[src/rtl/fakeregfile_64x64_ctrl.sv]
// -----------------------------------------------------------------------------
// fakeregfile_64x64_ctrl
//
// Initiator-side controller for one 64x64 fake register file macro. Client
// read/write requests arrive over a valid/ready port. They are registered onto
// the macro pins, so the macro only ever sees clean, flop-driven ce/we/addr/wd.
// The macro's registered read data is captured in the single cycle where it is
// valid. It is then returned in order through a small response FIFO that has
// valid/ready backpressure.
//
// Ports
//   clk            single clock, rising edge
//   rst_n_in       asynchronous active-low reset
//   req_valid_in   client request valid
//   req_ready_out  controller can take a request (outstanding < RSP_DEPTH)
//   req_we_in      1 = write, 0 = read
//   req_addr_in    request word address
//   req_wd_in      write data
//   rsp_valid_out  response FIFO head valid
//   rsp_ready_in   client consumes the head response
//   rsp_rd_out     macro read data for the operation (pre-write data on writes)
//   rsp_we_out     echo of the request's we bit
//   mem_ce_out     macro chip enable (registered)
//   mem_we_out     macro write enable (registered)
//   mem_addr_out   macro address (registered, holds when idle)
//   mem_wd_out     macro write data (registered, holds when idle)
//   mem_rd_in      macro read data, valid one cycle after the macro samples
// -----------------------------------------------------------------------------
module fakeregfile_64x64_ctrl #(
    parameter int BITS       = 64,
    parameter int WORD_DEPTH = 64,
    parameter int ADDR_WIDTH = 6,
    parameter int RSP_DEPTH  = 4
) (
    input  logic                  clk,
    input  logic                  rst_n_in,
    input  logic                  req_valid_in,
    output logic                  req_ready_out,
    input  logic                  req_we_in,
    input  logic [ADDR_WIDTH-1:0] req_addr_in,
    input  logic [BITS-1:0]       req_wd_in,
    output logic                  rsp_valid_out,
    input  logic                  rsp_ready_in,
    output logic [BITS-1:0]       rsp_rd_out,
    output logic                  rsp_we_out,
    output logic                  mem_ce_out,
    output logic                  mem_we_out,
    output logic [ADDR_WIDTH-1:0] mem_addr_out,
    output logic [BITS-1:0]       mem_wd_out,
    input  logic [BITS-1:0]       mem_rd_in
);

    localparam int PTR_W = $clog2(RSP_DEPTH);
    localparam int CNT_W = PTR_W + 1;

    // Keeps the issued address inside the macro depth. With the default
    // 2**ADDR_WIDTH == WORD_DEPTH configuration this mask is all ones.
    localparam logic [ADDR_WIDTH-1:0] ADDR_MASK = ADDR_WIDTH'(WORD_DEPTH - 1);

    // ------------------------------------------------------------------
    // Handshakes
    // ------------------------------------------------------------------
    logic accept;
    logic pop;
    logic push;

    logic [CNT_W-1:0] outstanding_q;
    logic [CNT_W-1:0] outstanding_d;

    // Ready comes only from the registered outstanding count. Every accepted
    // op owns a FIFO slot from accept until pop, so the FIFO cannot overflow.
    assign req_ready_out = (outstanding_q < CNT_W'(RSP_DEPTH));
    assign accept        = req_valid_in && req_ready_out;
    assign pop           = rsp_valid_out && rsp_ready_in;

    always_comb begin
        outstanding_d = outstanding_q;
        case ({accept, pop})
            2'b10:   outstanding_d = outstanding_q + CNT_W'(1);
            2'b01:   outstanding_d = outstanding_q - CNT_W'(1);
            default: outstanding_d = outstanding_q;
        endcase
    end

    // ------------------------------------------------------------------
    // Issue stage: macro pins driven straight from flops
    // ------------------------------------------------------------------
    logic                  mem_ce_q;
    logic                  mem_ce_d;
    logic                  mem_we_q;
    logic                  mem_we_d;
    logic [ADDR_WIDTH-1:0] mem_addr_q;
    logic [ADDR_WIDTH-1:0] mem_addr_d;
    logic [BITS-1:0]       mem_wd_q;
    logic [BITS-1:0]       mem_wd_d;

    always_comb begin
        mem_ce_d   = accept;
        mem_we_d   = accept && req_we_in;
        // addr/wd hold while idle so the pins never toggle without ce.
        mem_addr_d = mem_addr_q;
        mem_wd_d   = mem_wd_q;
        if (accept) begin
            mem_addr_d = req_addr_in & ADDR_MASK;
            mem_wd_d   = req_wd_in;
        end
    end

    assign mem_ce_out   = mem_ce_q;
    assign mem_we_out   = mem_we_q;
    assign mem_addr_out = mem_addr_q;
    assign mem_wd_out   = mem_wd_q;

    // ------------------------------------------------------------------
    // Capture pipe
    // An op issued at edge N is sampled by the macro at N+1. Its read data
    // is on mem_rd_in between N+1 and N+2. The pipe stage below marks the
    // cycle in which mem_rd_in belongs to a real op. It is the only cycle
    // in which mem_rd_in is looked at, because the macro drives X otherwise.
    // ------------------------------------------------------------------
    logic pipe_vld_q;
    logic pipe_vld_d;
    logic pipe_we_q;
    logic pipe_we_d;

    assign pipe_vld_d = mem_ce_q;
    assign pipe_we_d  = mem_we_q;
    assign push       = pipe_vld_q;

    // ------------------------------------------------------------------
    // Response FIFO
    // Small and flop-based, so it can be cleared on reset and the head can
    // be presented combinationally. A push into an empty FIFO becomes
    // visible the cycle after the push edge; there is no bypass path.
    // ------------------------------------------------------------------
    logic [BITS-1:0]      fifo_rd_q [RSP_DEPTH];
    logic [BITS-1:0]      fifo_rd_d [RSP_DEPTH];
    logic [RSP_DEPTH-1:0] fifo_we_q;
    logic [RSP_DEPTH-1:0] fifo_we_d;
    logic [PTR_W-1:0]     wr_ptr_q;
    logic [PTR_W-1:0]     wr_ptr_d;
    logic [PTR_W-1:0]     rd_ptr_q;
    logic [PTR_W-1:0]     rd_ptr_d;
    logic [CNT_W-1:0]     count_q;
    logic [CNT_W-1:0]     count_d;

    for (genvar gi = 0; gi < RSP_DEPTH; gi++) begin : g_entry
        logic wr_sel;
        assign wr_sel        = push && (wr_ptr_q == PTR_W'(gi));
        assign fifo_rd_d[gi] = wr_sel ? mem_rd_in : fifo_rd_q[gi];
        assign fifo_we_d[gi] = wr_sel ? pipe_we_q : fifo_we_q[gi];
    end

    always_comb begin
        wr_ptr_d = push ? (wr_ptr_q + PTR_W'(1)) : wr_ptr_q;
        rd_ptr_d = pop  ? (rd_ptr_q + PTR_W'(1)) : rd_ptr_q;
        count_d  = count_q;
        case ({push, pop})
            2'b10:   count_d = count_q + CNT_W'(1);
            2'b01:   count_d = count_q - CNT_W'(1);
            default: count_d = count_q;
        endcase
    end

    assign rsp_valid_out = (count_q != '0);
    assign rsp_rd_out    = fifo_rd_q[rd_ptr_q];
    assign rsp_we_out    = fifo_we_q[rd_ptr_q];

    // ------------------------------------------------------------------
    // State registers
    // The reset is asynchronous so that mem_ce_out drops as soon as
    // rst_n_in falls. In-flight ops and queued responses are discarded.
    // The macro contents are not touched.
    // ------------------------------------------------------------------
    always_ff @(posedge clk or negedge rst_n_in) begin
        if (!rst_n_in) begin
            outstanding_q <= '0;
            mem_ce_q      <= 1'b0;
            mem_we_q      <= 1'b0;
            mem_addr_q    <= '0;
            mem_wd_q      <= '0;
            pipe_vld_q    <= 1'b0;
            pipe_we_q     <= 1'b0;
            wr_ptr_q      <= '0;
            rd_ptr_q      <= '0;
            count_q       <= '0;
            fifo_we_q     <= '0;
            for (int i = 0; i < RSP_DEPTH; i++) begin
                fifo_rd_q[i] <= '0;
            end
        end else begin
            outstanding_q <= outstanding_d;
            mem_ce_q      <= mem_ce_d;
            mem_we_q      <= mem_we_d;
            mem_addr_q    <= mem_addr_d;
            mem_wd_q      <= mem_wd_d;
            pipe_vld_q    <= pipe_vld_d;
            pipe_we_q     <= pipe_we_d;
            wr_ptr_q      <= wr_ptr_d;
            rd_ptr_q      <= rd_ptr_d;
            count_q       <= count_d;
            fifo_we_q     <= fifo_we_d;
            for (int i = 0; i < RSP_DEPTH; i++) begin
                fifo_rd_q[i] <= fifo_rd_d[i];
            end
        end
    end

endmodule
[config.mk]
export PLATFORM = sky130hd
export DESIGN_NAME = fakeregfile_64x64_ctrl
export DESIGN_NICKNAME = d
export VERILOG_FILES = /design/src/rtl/fakeregfile_64x64_ctrl.sv
export SDC_FILE = /design/constraint.sdc
export NUM_CORES = 1
export LEC_CHECK = 0
export ABC_CLOCK_PERIOD_IN_PS = 2910
export CAP_MARGIN = 10
export CORE_MARGIN = 5
export CORE_UTILIZATION = 40
export DETAILED_ROUTE_END_ITERATION = 8
export PLACE_DENSITY_LB_ADDON = 0.12
export SLEW_MARGIN = 20
export SYNTH_ARGS = -nofsm -noshare
export SYNTH_HDL_FRONTEND = slang
export SYNTH_SLANG_ARGS = --single-unit
export TNS_END_PERCENT = 10
[constraint.sdc]
create_clock -name clk -period 2.91 [get_ports clk]
set_input_delay 0.582 -clock clk [delete_from_list [all_inputs] [get_ports clk]]
set_output_delay 0.582 -clock clk [all_outputs]
set_load 0.03 [all_outputs]
==> out/results.ini <==
[grt]
grt_pass1_vias=9412
grt_max_degree=85
grt-ovfl-total=0
grt_usage_pct=17.06
antenna_found_initial=1
grt_pass1_wl_um=55000

[critical_path]
reg2regPathDepth=8
crit_required_ps=2330
worstPathArrival_ps=2240
crit_fanout=19
path_depth=3
r2r_start=count_q[2]
critPathKind=flop to output pin
reg2reg_slack_ps=940
cp_slowest_cell=mux4_2
cpPeakStageDelay_ps=550
end_kind=output pin
crit_buf_inv=2
reg2reg_to=count_q[2]
crit_chain=buf_16 -> mux4_2 -> dlygate4sd2_1
cp_top_family=buffers and inverters
start_kind=flop

[sta]
rsz0062_at_grt=true
clock_skew_ps=10.93
slew_headroom_pct=50.96
max_freq_ghz=0.3549
hold_viol=0
drv_slew=0
tns_ps=0
period_minus_slack_ps=2818
layout_worst_path_cycle_share_pct=96.82
tightest_slew_ps=735.6
finalSetupViolations=0

[floorplan]
die_x_um=200.8
initial_utilization_pct=40.75
core_mm2=0.03574
rows=69
io_pins=278
die_h_um=200.8
dieArea_mm2=0.04033

[clocking]
clock_latency_ps=520
clockBufferDepth=3
cts_buffers=39
root_buffer=clkbuf_16
cts.htree.levels=2
cts_sinks=344
path_clk_slew_ps=60
cts_tree=yes

[synth]
syn_nets=980
yosysUniqueCellTypes=21
syn_inst=833
avgSynthCellArea_um2=17.49
ys_ff_latch=344
yosys_warnings=0
synth-seq-area-share_pct=59.10
synth_area_mm2=0.01457

[drt]
drc=0
ant_nets=0
dr.first_iter.drc_count=266
route.detailed.vias_per_inst=5.050
num_vias=8155
avgRoutedWirePerCell_um=21.10
first_pass_iters=4
drt-total-wl_um=34080

[cells_and_area]
nets=1272
drive_gt1_share_pct=42.63
area_growth_syn_to_layout_pct=31.08
diodes=0
fin_util_pct=53.42

[placed_design]
dp_hpwl_um=22220
gp_congestion=0.7255
io_buffers=277

[flow_run]
drv_cap=0

[power]
powerDensity_mw_per_mm2=1319
p_leak_nw=8.049
ir_worst_vdd_mv=0.7906

[min_path]
holdCritPathClass=input port to asynchronous set/reset pin

[run_status]
status=finished, final reports clean

## report_power, final
part | switching [mW] | leakage [nW] | internal [mW]
Clock | 1.92 | 0.656 | 3.07
Combinational | 5.97 | 3.36 | 5.75
Sequential | 1.22 | 4.03 | 7.25
Total | 9.11 | 8.05 | 16.1
## how the worst max path moves through the flow
stage                           start             end  slack, ps
after floorplan            count_q[2]      count_q[2]        870
after global placement    rd_ptr_q[0]  rsp_rd_out[13]        350
after detailed placement  rd_ptr_q[0]  rsp_rd_out[13]        330
after CTS                 rd_ptr_q[0]   rsp_rd_out[4]         10
after global routing      rd_ptr_q[0]  rsp_rd_out[52]         -9
final                     rd_ptr_q[0]  rsp_rd_out[57]         90
## through the flow
stage,setup WS (ps),hold WS (ps),instances,instance area (um^2),total power [mW]
after floorplan,867.4,286.4,833,14570,16.50
after global placement,347.7,379.7,1544,17810,20.87
after detailed placement,328.8,377.1,1544,17810,21.04
after CTS,11.73,97.71,1614,19060,25.51
after global routing,-9.297,133.0,1615,19090,26.63
final,92.44,79.94,1615,19090,25.19
## worst reg2reg max path, stage by stage (launching register included)
cell and delay (ps):
dfrtp_1 380, or3_1 410, and2_1 220, ha_1 240, inv_1 70, fa_1 170, xor2_1 160, nor2_1 70
xor2_1 140
## cell usage after synthesis
master / count / area [um^2]
o21ai_0: 1 / 5.000
clkbuf_1: 2 / 7.510
and2_1: 2 / 12.51
or3_1: 1 / 6.260
mux2i_1: 2 / 20.02
buf_2: 16 / 80.08
inv_2: 1 / 3.750
fa_1: 2 / 40.04
nor2_1: 2 / 7.510
xor2_1: 5 / 43.79
inv_1: 10 / 37.54
buf_12: 4 / 80.08
buf_6: 21 / 236.5
buf_4: 8 / 60.06
dfrtp_1: 344 / 8608
nand3_1: 1 / 5.000
mux2_2: 330 / 3716
xnor2_1: 4 / 35.03
ha_1: 6 / 75.07
mux4_2: 65 / 1464
nand2_1: 6 / 22.52
## placed cells by master (no fill, tap or decap)
master           synthesis  routed
clkinv_2                 0       8
buf_12                   4       9
clkbuf_1                 2       7
nor2_1                   2       2
inv_1                   10      10
bufinv_16                0       3
dfrtp_1                344     342
inv_2                    1       1
fa_1                     2       2
clkbuf_8                 0       9
xnor2_1                  4       4
clkdlybuf4s50_1          0     211
and2_1                   2       2
dfrtp_4                  0       2
mux2i_1                  2       2
nand2_1                  6       2
nand3_1                  1       1
mux2_2                 330     330
clkinvlp_4               0       1
clkinv_4                 0       1
buf_16                   0       2
or3_1                    1       1
clkdlybuf4s15_1          0       1
buf_4                    8      14
o21ai_0                  1       1
buf_8                    0       1
nand2_4                  0       4
clkbuf_16                0      42
ha_1                     6       6
mux4_2                  65      65
xor2_1                   5       5
dlygate4sd2_1            0      63
## layout make-up
class,instances,area [um^2]
Fill cell,3026,16650
Sequential cell,344,8616
Multi-Input combinational cell,427,5483
Timing Repair Buffer,302,3054
Clock buffer,57,1176
Tap cell,461,576.8
Clock inverter,13,146.4
Inverter,11,41.29
## routing by layer
layer | GRT usage (%) | part of all wire, %
met3 | 7.641 | 9.3
met1 | 22.58 | 43
met2 | 26.24 | 46
met4 | 3.638 | 1.3
met5 | 0 | 0.038
## registers in the layout (all words and copies together) (netlist names), 2 cells and up
signal / flops
mem_addr_out: 6
mem_wd_out: 64
outstanding_q: 3
count_q: 3
fifo_rd_q: 256
fifo_we_q: 4
wr_ptr_q: 2
rd_ptr_q: 2
## cells by family after synthesis
group	count (synthesis)	synth area share [%]
multiplexers	397	35.70
flip-flops	344	59.10
adder cells (fa/ha/maj)	8	0.7902
AO/OA/AOI/OAI	1	0.03433
buffers and inverters	62	3.470
XOR/XNOR	9	0.5411
AND/OR/NAND/NOR	12	0.3693
## repair_timing
action	in CTS	in global routing
gates cloned	0	1
endpoints found under the setup margin	64	30
hold buffers	0	0
pin swaps	0	0
buffers inserted	0	0
gates resized for setup	65	2
Note: power is estimated with default switching activity, not from simulation.
